File: config.mk
export PLATFORM = sky130hd
export DESIGN_NAME = icache_ctrl_flat
export DESIGN_NICKNAME = d
export VERILOG_FILES = /design/src/rtl/icache_ctrl_if.sv /design/src/rtl/icache_ctrl.sv /design/src/flat_wrapper.sv
export SDC_FILE = /design/constraint.sdc
export NUM_CORES = 2
export LEC_CHECK = 0
export BUFFER_PORTS_ARGS = -buffer_cell sky130_fd_sc_hd__buf_2
export CAP_MARGIN = 5
export CORE_ASPECT_RATIO = 1.5
export CORE_MARGIN = 2
export CORE_UTILIZATION = 43
export DETAILED_ROUTE_END_ITERATION = 12
export SLEW_MARGIN = 20
export SYNTH_ARGS = -nofsm -noshare
export SYNTH_HDL_FRONTEND = slang
export SYNTH_SLANG_ARGS = --single-unit
export TNS_END_PERCENT = 30
File: constraint.sdc
create_clock -name i_clk -period 5.4 [get_ports i_clk]
set_input_delay 0.27 -clock i_clk [delete_from_list [all_inputs] [get_ports i_clk]]
set_output_delay 0.27 -clock i_clk [all_outputs]
set_load 0.02 [all_outputs]
File: src/rtl/icache_ctrl_if.sv
// Bundled fetch, response, data-BRAM and TileLink-UL A/D signals of the icache sequencer.
// The slave modport is the controller's view; master is the surrounding core/memory side.
interface icache_ctrl_if #(
  parameter int ADDR_WIDTH = 32
);
  logic                  req_valid;
  logic                  req_ready;
  logic [ADDR_WIDTH-1:0] req_addr;
  logic                  resp_valid;
  logic                  resp_ready;
  logic [31:0]           resp_data;
  logic                  resp_err;
  logic                  flush;
  logic [9:0]            bram_rd_addr;
  logic                  bram_rd_en;
  logic [31:0]           bram_rd_data;
  logic [9:0]            bram_wr_addr;
  logic [31:0]           bram_wr_data;
  logic                  bram_wr_en;
  logic [2:0]            a_opcode;
  logic [2:0]            a_param;
  logic [3:0]            a_size;
  logic [ADDR_WIDTH-1:0] a_address;
  logic [3:0]            a_mask;
  logic [31:0]           a_data;
  logic                  a_corrupt;
  logic                  a_valid;
  logic                  a_ready;
  logic [2:0]            d_opcode;
  logic [1:0]            d_param;
  logic [3:0]            d_size;
  logic                  d_denied;
  logic [31:0]           d_data;
  logic                  d_corrupt;
  logic                  d_valid;
  logic                  d_ready;

  modport slave (
    input  req_valid, req_addr, resp_ready, flush, bram_rd_data, a_ready,
           d_opcode, d_param, d_size, d_denied, d_data, d_corrupt, d_valid,
    output req_ready, resp_valid, resp_data, resp_err, bram_rd_addr, bram_rd_en,
           bram_wr_addr, bram_wr_data, bram_wr_en, a_opcode, a_param, a_size,
           a_address, a_mask, a_data, a_corrupt, a_valid, d_ready
  );

  modport master (
    output req_valid, req_addr, resp_ready, flush, bram_rd_data, a_ready,
           d_opcode, d_param, d_size, d_denied, d_data, d_corrupt, d_valid,
    input  req_ready, resp_valid, resp_data, resp_err, bram_rd_addr, bram_rd_en,
           bram_wr_addr, bram_wr_data, bram_wr_en, a_opcode, a_param, a_size,
           a_address, a_mask, a_data, a_corrupt, a_valid, d_ready
  );
endinterface

File: src/rtl/icache_ctrl.sv
// Direct-mapped instruction cache sequencer: tag/valid lookup, single-line TL-UL Get refill into
// the data BRAM, one fetch in flight at a time.
module icache_ctrl #(
  parameter int ADDR_WIDTH = 32,
  parameter int LINE_WORDS = 4,
  parameter int SETS       = 128
) (
  input  logic         i_clk,
  input  logic         i_rst,
  icache_ctrl_if.slave bus
);
  localparam int OFF_W = $clog2(LINE_WORDS);
  localparam int IDX_W = $clog2(SETS);
  localparam int TAG_W = ADDR_WIDTH - 2 - OFF_W - IDX_W;
  localparam logic [3:0] GET_SIZE = 4'($clog2(LINE_WORDS * 4));

  localparam logic [2:0] S_IDLE     = 3'd0;
  localparam logic [2:0] S_LOOKUP   = 3'd1;
  localparam logic [2:0] S_MISS_REQ = 3'd2;
  localparam logic [2:0] S_REFILL   = 3'd3;
  localparam logic [2:0] S_RESP     = 3'd4;

  logic [2:0]       r_state;
  logic [SETS-1:0]  r_valid;
  logic [TAG_W-1:0] r_tag_mem [SETS];
  logic [OFF_W-1:0] r_off;
  logic [OFF_W-1:0] r_beat;
  logic [IDX_W-1:0] r_idx;
  logic [TAG_W-1:0] r_tag;
  logic             r_flush_pend;
  logic             r_err;
  logic [31:0]      r_resp_data;
  logic             r_resp_err;
  logic             r_wr_en;
  logic [9:0]       r_wr_addr;
  logic [31:0]      r_wr_data;

  logic [OFF_W-1:0]      w_req_off;
  logic [IDX_W-1:0]      w_req_idx;
  logic [TAG_W-1:0]      w_req_tag;
  logic                  w_flush_now;
  logic                  w_accept;
  logic                  w_hit;
  logic                  w_last;
  logic                  w_err_next;
  logic                  w_a_valid;
  logic [ADDR_WIDTH-1:0] w_line_addr;
  logic                  w_unused_bits;

  assign w_req_off   = bus.req_addr[OFF_W+1:2];
  assign w_req_idx   = bus.req_addr[OFF_W+2 +: IDX_W];
  assign w_req_tag   = bus.req_addr[ADDR_WIDTH-1 -: TAG_W];
  assign w_flush_now = (r_state == S_IDLE) && (bus.flush || r_flush_pend);
  assign w_accept    = (r_state == S_IDLE) && !w_flush_now && bus.req_valid;
  assign w_hit       = r_valid[r_idx] && (r_tag_mem[r_idx] == r_tag);
  assign w_last      = (r_beat == OFF_W'(LINE_WORDS - 1));
  assign w_err_next  = r_err | bus.d_denied | bus.d_corrupt;
  assign w_a_valid   = (r_state == S_MISS_REQ);
  assign w_line_addr = {r_tag, r_idx, {(OFF_W + 2){1'b0}}};
  // Opcode/param/size of D beats carry nothing the sequencer acts on.
  assign w_unused_bits = ^{bus.d_opcode, bus.d_param, bus.d_size, bus.req_addr[1:0]};

  assign bus.req_ready    = (r_state == S_IDLE) && !bus.flush && !r_flush_pend;
  assign bus.bram_rd_en   = w_accept;
  assign bus.bram_rd_addr = w_accept ? 10'({w_req_idx, w_req_off}) : 10'd0;
  assign bus.bram_wr_en   = r_wr_en;
  assign bus.bram_wr_addr = r_wr_addr;
  assign bus.bram_wr_data = r_wr_data;
  // A fields are held at zero while idle so the channel is quiet outside a Get.
  assign bus.a_valid      = w_a_valid;
  assign bus.a_opcode     = w_a_valid ? 3'd4 : 3'd0;
  assign bus.a_param      = 3'd0;
  assign bus.a_size       = w_a_valid ? GET_SIZE : 4'd0;
  assign bus.a_address    = w_a_valid ? w_line_addr : {ADDR_WIDTH{1'b0}};
  assign bus.a_mask       = w_a_valid ? 4'hF : 4'h0;
  assign bus.a_data       = 32'd0;
  assign bus.a_corrupt    = 1'b0;
  assign bus.d_ready      = (r_state == S_REFILL);
  assign bus.resp_valid   = (r_state == S_RESP);
  assign bus.resp_data    = r_resp_data;
  assign bus.resp_err     = r_resp_err;

  // Sequencer state, valid bits, pending flush and refill write port.
  always_ff @(posedge i_clk) begin
    if (i_rst) begin
      r_state      <= S_IDLE;
      r_valid      <= '0;
      r_flush_pend <= 1'b0;
      r_off        <= '0;
      r_idx        <= '0;
      r_tag        <= '0;
      r_beat       <= '0;
      r_err        <= 1'b0;
      r_resp_data  <= 32'd0;
      r_resp_err   <= 1'b0;
      r_wr_en      <= 1'b0;
      r_wr_addr    <= 10'd0;
      r_wr_data    <= 32'd0;
    end else begin
      r_wr_en <= 1'b0;
      if (bus.flush && (r_state != S_IDLE)) begin
        r_flush_pend <= 1'b1;
      end
      case (r_state)
        S_IDLE: begin
          if (w_flush_now) begin
            r_valid      <= '0;
            r_flush_pend <= 1'b0;
          end else if (bus.req_valid) begin
            r_off   <= w_req_off;
            r_idx   <= w_req_idx;
            r_tag   <= w_req_tag;
            r_state <= S_LOOKUP;
          end
        end
        S_LOOKUP: begin
          if (w_hit) begin
            r_resp_data <= bus.bram_rd_data;
            r_resp_err  <= 1'b0;
            r_state     <= S_RESP;
          end else begin
            r_state <= S_MISS_REQ;
          end
        end
        S_MISS_REQ: begin
          if (bus.a_ready) begin
            r_valid[r_idx] <= 1'b0;
            r_beat         <= '0;
            r_err          <= 1'b0;
            r_state        <= S_REFILL;
          end
        end
        S_REFILL: begin
          if (bus.d_valid) begin
            r_wr_en   <= 1'b1;
            r_wr_addr <= 10'({r_idx, r_beat});
            r_wr_data <= bus.d_data;
            r_err     <= w_err_next;
            r_beat    <= r_beat + OFF_W'(1);
            if (r_beat == r_off) begin
              r_resp_data <= bus.d_data;
            end
            if (w_last) begin
              r_valid[r_idx] <= !w_err_next;
              r_resp_err     <= w_err_next;
              r_state        <= S_RESP;
            end
          end
        end
        S_RESP: begin
          if (bus.resp_ready) begin
            r_state <= S_IDLE;
          end
        end
        default: r_state <= S_IDLE;
      endcase
    end
  end

  // Tag array needs no reset: an entry is only consulted behind its valid bit.
  always_ff @(posedge i_clk) begin
    if ((r_state == S_REFILL) && bus.d_valid && w_last) begin
      r_tag_mem[r_idx] <= r_tag;
    end
  end
endmodule
File: src/flat_wrapper.sv
// flat-port wrapper written by rule: the top's interface ports become plain ports
module icache_ctrl_flat 
#(
  parameter int ADDR_WIDTH = 32,
  parameter int LINE_WORDS = 4,
  parameter int SETS       = 128
)
  (i_clk, i_rst, bus_req_valid, bus_req_addr, bus_resp_ready, bus_flush, bus_bram_rd_data, bus_a_ready, bus_d_opcode, bus_d_param, bus_d_size, bus_d_denied, bus_d_data, bus_d_corrupt, bus_d_valid, bus_req_ready, bus_resp_valid, bus_resp_data, bus_resp_err, bus_bram_rd_addr, bus_bram_rd_en, bus_bram_wr_addr, bus_bram_wr_data, bus_bram_wr_en, bus_a_opcode, bus_a_param, bus_a_size, bus_a_address, bus_a_mask, bus_a_data, bus_a_corrupt, bus_a_valid, bus_d_ready);
  icache_ctrl_if #(.ADDR_WIDTH(ADDR_WIDTH)) bus_i ();
  input  logic i_clk;
  input  logic i_rst;
  input wire logic [$bits(bus_i.req_valid)-1:0] bus_req_valid;
  input wire logic [$bits(bus_i.req_addr)-1:0] bus_req_addr;
  input wire logic [$bits(bus_i.resp_ready)-1:0] bus_resp_ready;
  input wire logic [$bits(bus_i.flush)-1:0] bus_flush;
  input wire logic [$bits(bus_i.bram_rd_data)-1:0] bus_bram_rd_data;
  input wire logic [$bits(bus_i.a_ready)-1:0] bus_a_ready;
  input wire logic [$bits(bus_i.d_opcode)-1:0] bus_d_opcode;
  input wire logic [$bits(bus_i.d_param)-1:0] bus_d_param;
  input wire logic [$bits(bus_i.d_size)-1:0] bus_d_size;
  input wire logic [$bits(bus_i.d_denied)-1:0] bus_d_denied;
  input wire logic [$bits(bus_i.d_data)-1:0] bus_d_data;
  input wire logic [$bits(bus_i.d_corrupt)-1:0] bus_d_corrupt;
  input wire logic [$bits(bus_i.d_valid)-1:0] bus_d_valid;
  output wire logic [$bits(bus_i.req_ready)-1:0] bus_req_ready;
  output wire logic [$bits(bus_i.resp_valid)-1:0] bus_resp_valid;
  output wire logic [$bits(bus_i.resp_data)-1:0] bus_resp_data;
  output wire logic [$bits(bus_i.resp_err)-1:0] bus_resp_err;
  output wire logic [$bits(bus_i.bram_rd_addr)-1:0] bus_bram_rd_addr;
  output wire logic [$bits(bus_i.bram_rd_en)-1:0] bus_bram_rd_en;
  output wire logic [$bits(bus_i.bram_wr_addr)-1:0] bus_bram_wr_addr;
  output wire logic [$bits(bus_i.bram_wr_data)-1:0] bus_bram_wr_data;
  output wire logic [$bits(bus_i.bram_wr_en)-1:0] bus_bram_wr_en;
  output wire logic [$bits(bus_i.a_opcode)-1:0] bus_a_opcode;
  output wire logic [$bits(bus_i.a_param)-1:0] bus_a_param;
  output wire logic [$bits(bus_i.a_size)-1:0] bus_a_size;
  output wire logic [$bits(bus_i.a_address)-1:0] bus_a_address;
  output wire logic [$bits(bus_i.a_mask)-1:0] bus_a_mask;
  output wire logic [$bits(bus_i.a_data)-1:0] bus_a_data;
  output wire logic [$bits(bus_i.a_corrupt)-1:0] bus_a_corrupt;
  output wire logic [$bits(bus_i.a_valid)-1:0] bus_a_valid;
  output wire logic [$bits(bus_i.d_ready)-1:0] bus_d_ready;
  assign bus_i.req_valid = bus_req_valid;
  assign bus_i.req_addr = bus_req_addr;
  assign bus_i.resp_ready = bus_resp_ready;
  assign bus_i.flush = bus_flush;
  assign bus_i.bram_rd_data = bus_bram_rd_data;
  assign bus_i.a_ready = bus_a_ready;
  assign bus_i.d_opcode = bus_d_opcode;
  assign bus_i.d_param = bus_d_param;
  assign bus_i.d_size = bus_d_size;
  assign bus_i.d_denied = bus_d_denied;
  assign bus_i.d_data = bus_d_data;
  assign bus_i.d_corrupt = bus_d_corrupt;
  assign bus_i.d_valid = bus_d_valid;
  assign bus_req_ready = bus_i.req_ready;
  assign bus_resp_valid = bus_i.resp_valid;
  assign bus_resp_data = bus_i.resp_data;
  assign bus_resp_err = bus_i.resp_err;
  assign bus_bram_rd_addr = bus_i.bram_rd_addr;
  assign bus_bram_rd_en = bus_i.bram_rd_en;
  assign bus_bram_wr_addr = bus_i.bram_wr_addr;
  assign bus_bram_wr_data = bus_i.bram_wr_data;
  assign bus_bram_wr_en = bus_i.bram_wr_en;
  assign bus_a_opcode = bus_i.a_opcode;
  assign bus_a_param = bus_i.a_param;
  assign bus_a_size = bus_i.a_size;
  assign bus_a_address = bus_i.a_address;
  assign bus_a_mask = bus_i.a_mask;
  assign bus_a_data = bus_i.a_data;
  assign bus_a_corrupt = bus_i.a_corrupt;
  assign bus_a_valid = bus_i.a_valid;
  assign bus_d_ready = bus_i.d_ready;
  icache_ctrl #(.ADDR_WIDTH(ADDR_WIDTH), .LINE_WORDS(LINE_WORDS), .SETS(SETS)) u_core (.i_clk(i_clk), .i_rst(i_rst), .bus(bus_i));
endmodule
# Yosys cells after proc, flatten, opt, wreduce, memory -nomap -nowiden
# Memory sizes are Yosys's and may differ from the RTL's. A register that Yosys moved wholly into a read port is not among the register bits.
# Index checks and enable logic that the tools add are counted.
dict set report word_totals {
  ff_bits 240
  ramBits 2688
  input_bits 114
  out_inout_bits 170
  wordCells 112
  mem_count 1
}
dict set report op_classes {
  addsub 1
  order_cmp 2
  n_eq_ne 16
  n_mux 45
  bitwise_logic 6
  n_reduce_logical 28
}
# name depth word_bits read_ports rd_clocked_by_memory_dff wr line_no
set memory_table {}
lappend memory_table {u_core.r_tag_mem 128 21 1 1 1 icache_ctrl.sv:25} ;# logic [TAG_W-1:0] r_tag_mem [SETS];
# cell n
set ops {}
lappend ops {{$mux W128} 4}
lappend ops {{$pmux W128 S3} 1}
lappend ops {{$and A128 B128 Y128} 1}
lappend ops {{$bwmux W128} 1}
lappend ops {{$mux W32} 4}
lappend ops {{$not A128 Y128} 1}
lappend ops {{$pmux W32 S2} 1}
lappend ops {{$mux W3} 9}
lappend ops {{$eq A21 B21 Y1} 1}
lappend ops {{$pmux W3 S5} 1}
lappend ops {{$mux W7} 2}
lappend ops {{$mux W1} 13}
lappend ops {{$logic_and A1 B1 Y1} 10}
lappend ops {{$ne A2 B2 Y1 const B} 5}
lappend ops {{$mux W9} 1}
lappend ops {{$lt A7 B8 Y1 const B} 1}
lappend ops {{$ne A2 B1 Y1 const B} 4}
lappend ops {{$reduce_and A4 Y1} 2}
lappend ops {{$bmux W1 S7} 1}
lappend ops {{$demux W1 S7} 1}
lappend ops {{$ge A7 B1 Y1 const B} 1}
lappend ops {{$eq A3 B2 Y1 const B} 2}
lappend ops {{$reduce_and A3 Y1} 2}
lappend ops {{$reduce_and A6 Y1} 1}
lappend ops {{19 further kinds} 28}

# Longest topological paths before layout
dict set report logic_depth {
  ltp_word 8
  mapped_depth 20
  mapped_depth_nobuf 12
}

# Least setup slack after synthesis
# No wires, ideal clock.
dict set report synth_timing {
  kind {register to register}
  start {register u_core.r_tag[9]}
  end {register u_core.r_resp_data[0] (netlist: u_core.bus.resp_data[0])}
  setup_time_ns 0.075
  arrival_time_ns 4.026
  required_ns 5.325
  setup_slack_ns 1.299
  stages_incl_launch_ff 11
  path_buffers 2
  period_less_slack_ns 4.101
  path_cell_list {dfxtp_1 -> clkbuf_1 -> nor3_1 -> nor4b_1 -> a31oi_1 -> or4_4 -> nor2_1 -> a32oi_1 -> a2111o_1 -> buf_6 -> a22oi_2}
}
dict set report synth_between {
  elab_chain_len 4
}
# item line_no
set synth_rtl {}
lappend synth_rtl {{start: declaration} icache_ctrl.sv:29} ;# logic [TAG_W-1:0] r_tag;
lappend synth_rtl {{start signal: assignment} icache_ctrl.sv:112} ;# r_tag <= w_req_tag;
lappend synth_rtl {{$eq A21 B21 Y1} icache_ctrl.sv:55} ;# assign w_hit = r_valid[r_idx] && (r_tag_mem[r_idx] == r_tag);
lappend synth_rtl {{$logic_and A1 B1 Y1} icache_ctrl.sv:55}
lappend synth_rtl {{$ne A2 B1 Y1 (no line)} --}
lappend synth_rtl {{$reduce_and A4 Y1 (no line)} --}
lappend synth_rtl {{end signal: assignment} icache_ctrl.sv:118} ;# r_resp_data <= bus.bram_rd_data;
lappend synth_rtl {{end signal: assignment} icache_ctrl.sv:141} ;# r_resp_data <= bus.d_data;
lappend synth_rtl {{end: declaration} icache_ctrl.sv:32} ;# logic [31:0] r_resp_data;
# Every way passes these cells.
# A chain may end at the register's enable or synchronous reset.

==> impl_metrics.py <==
metrics = {
    "synth": {
        "synthCells": 6427,
        "synth.cells.most_frequent": "edfxtp_1 (2688), mux4_2 (557), mux2i_1 (368)",
        "ys_seq_area_share_pct": 73.6,
        "synth_ff_type": "edfxtp_1",
        "yosysMostFrequentCell": "edfxtp_1",
        "synth_top_area_cell": "edfxtp_1",
        "ys_ff_latch": 2935,
        "yosys-top-cells-area": "edfxtp_1 (69%), mux4_2 (11%), dfxtp_1 (4.2%), mux2i_1 (3.2%), a22oi_1 (1.7%)",
        "synth_area_per_cell_um2": 18.1,
        "synth_top_area_share_pct": 69.4,
        "yosysWarnings": 0,
        "synth_cell_types": 80,
        "synth_edf_count": 2688,
        "async_flop_share_pct": 0,
        "synth.cell_area_um2": 116000,
    },
    "setup_path": {
        "worst_path_largest_cell_delay_ns": 0.59,
        "end_kind": "register",
        "crit_path_start_kind": "register",
        "critPathBufInv": 5,
        "cp.required_ns": 6.11,
        "path_class": "register to register",
        "crit_path_top_delay_cell": "a21oi_1",
        "worstRegToRegCells": 17,
        "rrSetupSlack_ns": 0.01,
        "path_delay_family": "compound AO/OA/AOI/OAI gates",
        "path_common_cell": "buf_12",
        "path_cells": "buf_12, buf_12, mux4_2, mux4_2, and2_1, a21oi_1, a221o_1, a211oi_2, buf_4, o21a_1, a31oi_1, nor3_2, a32oi_2, buf_4, a2111o_1, buf_12, a22oi_2",
        "worst-path-stages": 17,
        "r2r_end": "u_core.bus.resp_data[26]$_SDFFE_PP0P_",
        "crit_fanout": 43,
        "worstSetupEndpoint": "u_core.bus.resp_data[26]$_SDFFE_PP0P_",
        "arrival_ns": 6.10,
    },
    "place": {
        "place_inst": 10200,
        "place_congestion": 0.944,
        "port_buffers": 225,
        "dp_hpwl_mm": 231,
    },
    "die": {
        "start_util_pct": 43.3,
        "dieArea_um2": 275000,
        "core_um2": 269000,
        "rows": 233,
        "ioPinCount": 284,
        "die_x_um": 429,
        "dieHeight_um": 641,
    },
    "sta": {
        "hold_viol": 0,
        "worstMarginPinSlew_ns": 1.25,
        "skew_ns": 0.0612,
        "max_freq_ghz": 0.186,
        "fin_crit_sh_pct": 99.7,
        "tns_ns": 0,
        "period_needed_ns": 5.39,
        "slew_headroom_pct": 16.2,
        "maxSlewViolCount": 0,
        "setup_violations": 0,
    },
    "outcome": {
        "outcome": "finished clean",
    },
    "grt": {
        "grt_pass1_wl_mm": 511,
        "overflow": 0,
        "grt_max_degree": 150,
        "grt_antenna_before_repair": 12,
        "track_usage_pct": 26.3,
        "grt_pass1_vias": 66800,
    },
    "cts": {
        "cts_root_buf": "clkbuf_16",
        "clk_latency_ns": 0.88,
        "clkSinkCount": 2935,
        "cts_tree": "built",
        "cts_buffer_depth": 4,
        "clkTransAtPathRegs_ns": 0.07,
        "cts_max_level": 5,
        "cts_made_buffers": 274,
    },
    "routing": {
        "dr.pass1.iters": 7,
        "vias_per_cell": 6.16,
        "drt_iter0_drc": 8428,
        "drt_wl_total_mm": 368,
        "route.vias.total": 66800,
        "drc_errors": 0,
        "wl_per_cell_um": 34.0,
        "ant_nets": 0,
    },
    "min_path": {
        "worst_hold_path_type": "input pin to register",
    },
    "power_and_ir_drop": {
        "p_leak_uw": 0.0454,
        "power_uw": 47300,
        "p_per_area_nw_per_um2": 351,
        "peakVddDrop_uv": 261,
    },
    "final_layout": {
        "drive_gt1_share_pct": 26.1,
        "syn2layout_area_growth_pct": 15.6,
        "nNetsFinal": 7223,
        "stdcell_count": 10800,
    },
    "flow_run": {
        "maxCapViolations": 0,
    },
}
## sequential cells by signal, indices dropped and copies added (netlist names), 3 cells and up, named ones only
signal                   count
u_core.bus.bram_wr_data     32
u_core.bus.bram_wr_addr      9
u_core.r_tag_mem          2688
u_core.r_tag                21
u_core.r_idx                 7
u_core.r_state               3
u_core.r_valid             128
u_core.bus.resp_data        32
## per-stage QoR
| step | worst slack (ns) | cell area, um2 | utilization (%) | hold slack (ns) |
|---|---|---|---|---|
| after floorplan | 1.30 | 117000 | - | 0.381 |
| after global placement | -0.651 | 124000 | 46.2 | 0.440 |
| after detailed placement | -0.554 | 124000 | 46.2 | 0.445 |
| after CTS | 0.00449 | 134000 | 50.0 | 0.0126 |
| after global routing | -0.00133 | 135000 | 50.1 | 0.160 |
| final | 0.0146 | 135000 | 50.1 | 0.0736 |
## placed cells by master (no fill, tap or decap), types with 35 or more instances in the layout
master | netlist | layout
nand2_1 | 312 | 303
and2_1 | 45 | 41
o21ai_0 | 156 | 155
clkbuf_1 | 210 | 43
edfxtp_1 | 2688 | 2688
conb_1 | 1 | 47
nor2_2 | 2 | 42
dfxtp_1 | 247 | 219
a21oi_1 | 210 | 209
nor3_1 | 147 | 57
mux2i_1 | 368 | 366
nand2b_1 | 51 | 50
o22ai_1 | 56 | 56
a221oi_1 | 61 | 56
clkinv_1 | 1 | 56
a22oi_1 | 259 | 259
clkbuf_16 | 0 | 286
dlygate4sd3_1 | 0 | 142
buf_2 | 95 | 224
nand3_1 | 81 | 80
buf_12 | 0 | 45
clkinv_2 | 0 | 35
buf_4 | 125 | 433
nor2_1 | 324 | 279
mux4_2 | 557 | 557
nor3_2 | 1 | 91
## how the worst min path moves through the flow
stage / start / end / slack, ns / depth (start not counted)
3_5_place_dp: u_core.bus.bram_wr_addr[7]$_SDFFE_PP0P_ / u_core.bus.bram_wr_addr[7]$_SDFFE_PP0P_ / 0.44 / 2
6_report: bus_d_corrupt / u_core.bus.resp_err$_SDFFE_PP0P_ / 0.07 / 5
5_1_grt: bus_d_corrupt / u_core.bus.resp_err$_SDFFE_PP0P_ / 0.16 / 5
2_1_floorplan: bus_a_ready / u_core.r_err$_SDFFE_PP0P_ / 0.38 / 1
3_3_place_gp: u_core.bus.bram_wr_data[4]$_SDFFE_PP0P_ / u_core.bus.bram_wr_data[4]$_SDFFE_PP0P_ / 0.44 / 2
4_1_cts: bus_d_corrupt / u_core.bus.resp_err$_SDFFE_PP0P_ / 0.01 / 5
## power breakdown
group          internal [uW]  total (uW)  switching [uW]
clock                  10800       19300            8440
combinational           1060        3040            1980
sequential             24800       25000             198
total                  36700       47300           10600
## area by class of cell
type,count,area [um2]
clock buffers,337,7400
inverters,23,88.8
well taps,3525,4410
fillers,21900,134000
multi-input cells,3027,28800
flip-flops and latches,2935,85800
diodes,11,27.5
repair buffers,847,6740
clock inverters,139,1280
## logic make-up (layout without fill, tap and decap cells)
group / Yosys count / in the layout / synth area share [%]
other: 1 / 58 / 0.00322
flip-flops: 2935 / 2935 / 73.6
AND/OR/NAND/NOR: 1069 / 1069 / 4.18
multiplexers: 942 / 942 / 14.1
adder cells (fa/ha/maj): 1 / 1 / 0.0108
buffers and inverters: 511 / 1346 / 2.37
AO/OA/AOI/OAI: 939 / 939 / 5.48
XOR/XNOR: 29 / 29 / 0.218
## routing by layer
layer	routed length, um	up-vias	share of wire [%]	GRT usage, %
met5	0	-	0	0
met4	25500	0	6.9	16.0
met3	27600	829	7.5	3.89
met2	186000	3598	50	45.5
met1	129000	35200	35	31.2
li1	-	27200	-	-
## tightest hold or removal path, stage by stage
cell and delay, ns:
buf_2 0.09, nor3_1 0.07, nor2_1 0.13, a21oi_1 0.08
a311oi_1 0.24
## repair_timing
item	CTS	global route
endpoints found under the setup margin	32	32
buffers inserted	3	4
pin swaps	0	0
cloned	0	0
gates resized for setup	9	12
endpoints found under the hold margin	162	0
hold buffers	142	0
(Power assumes the default switching activity.)
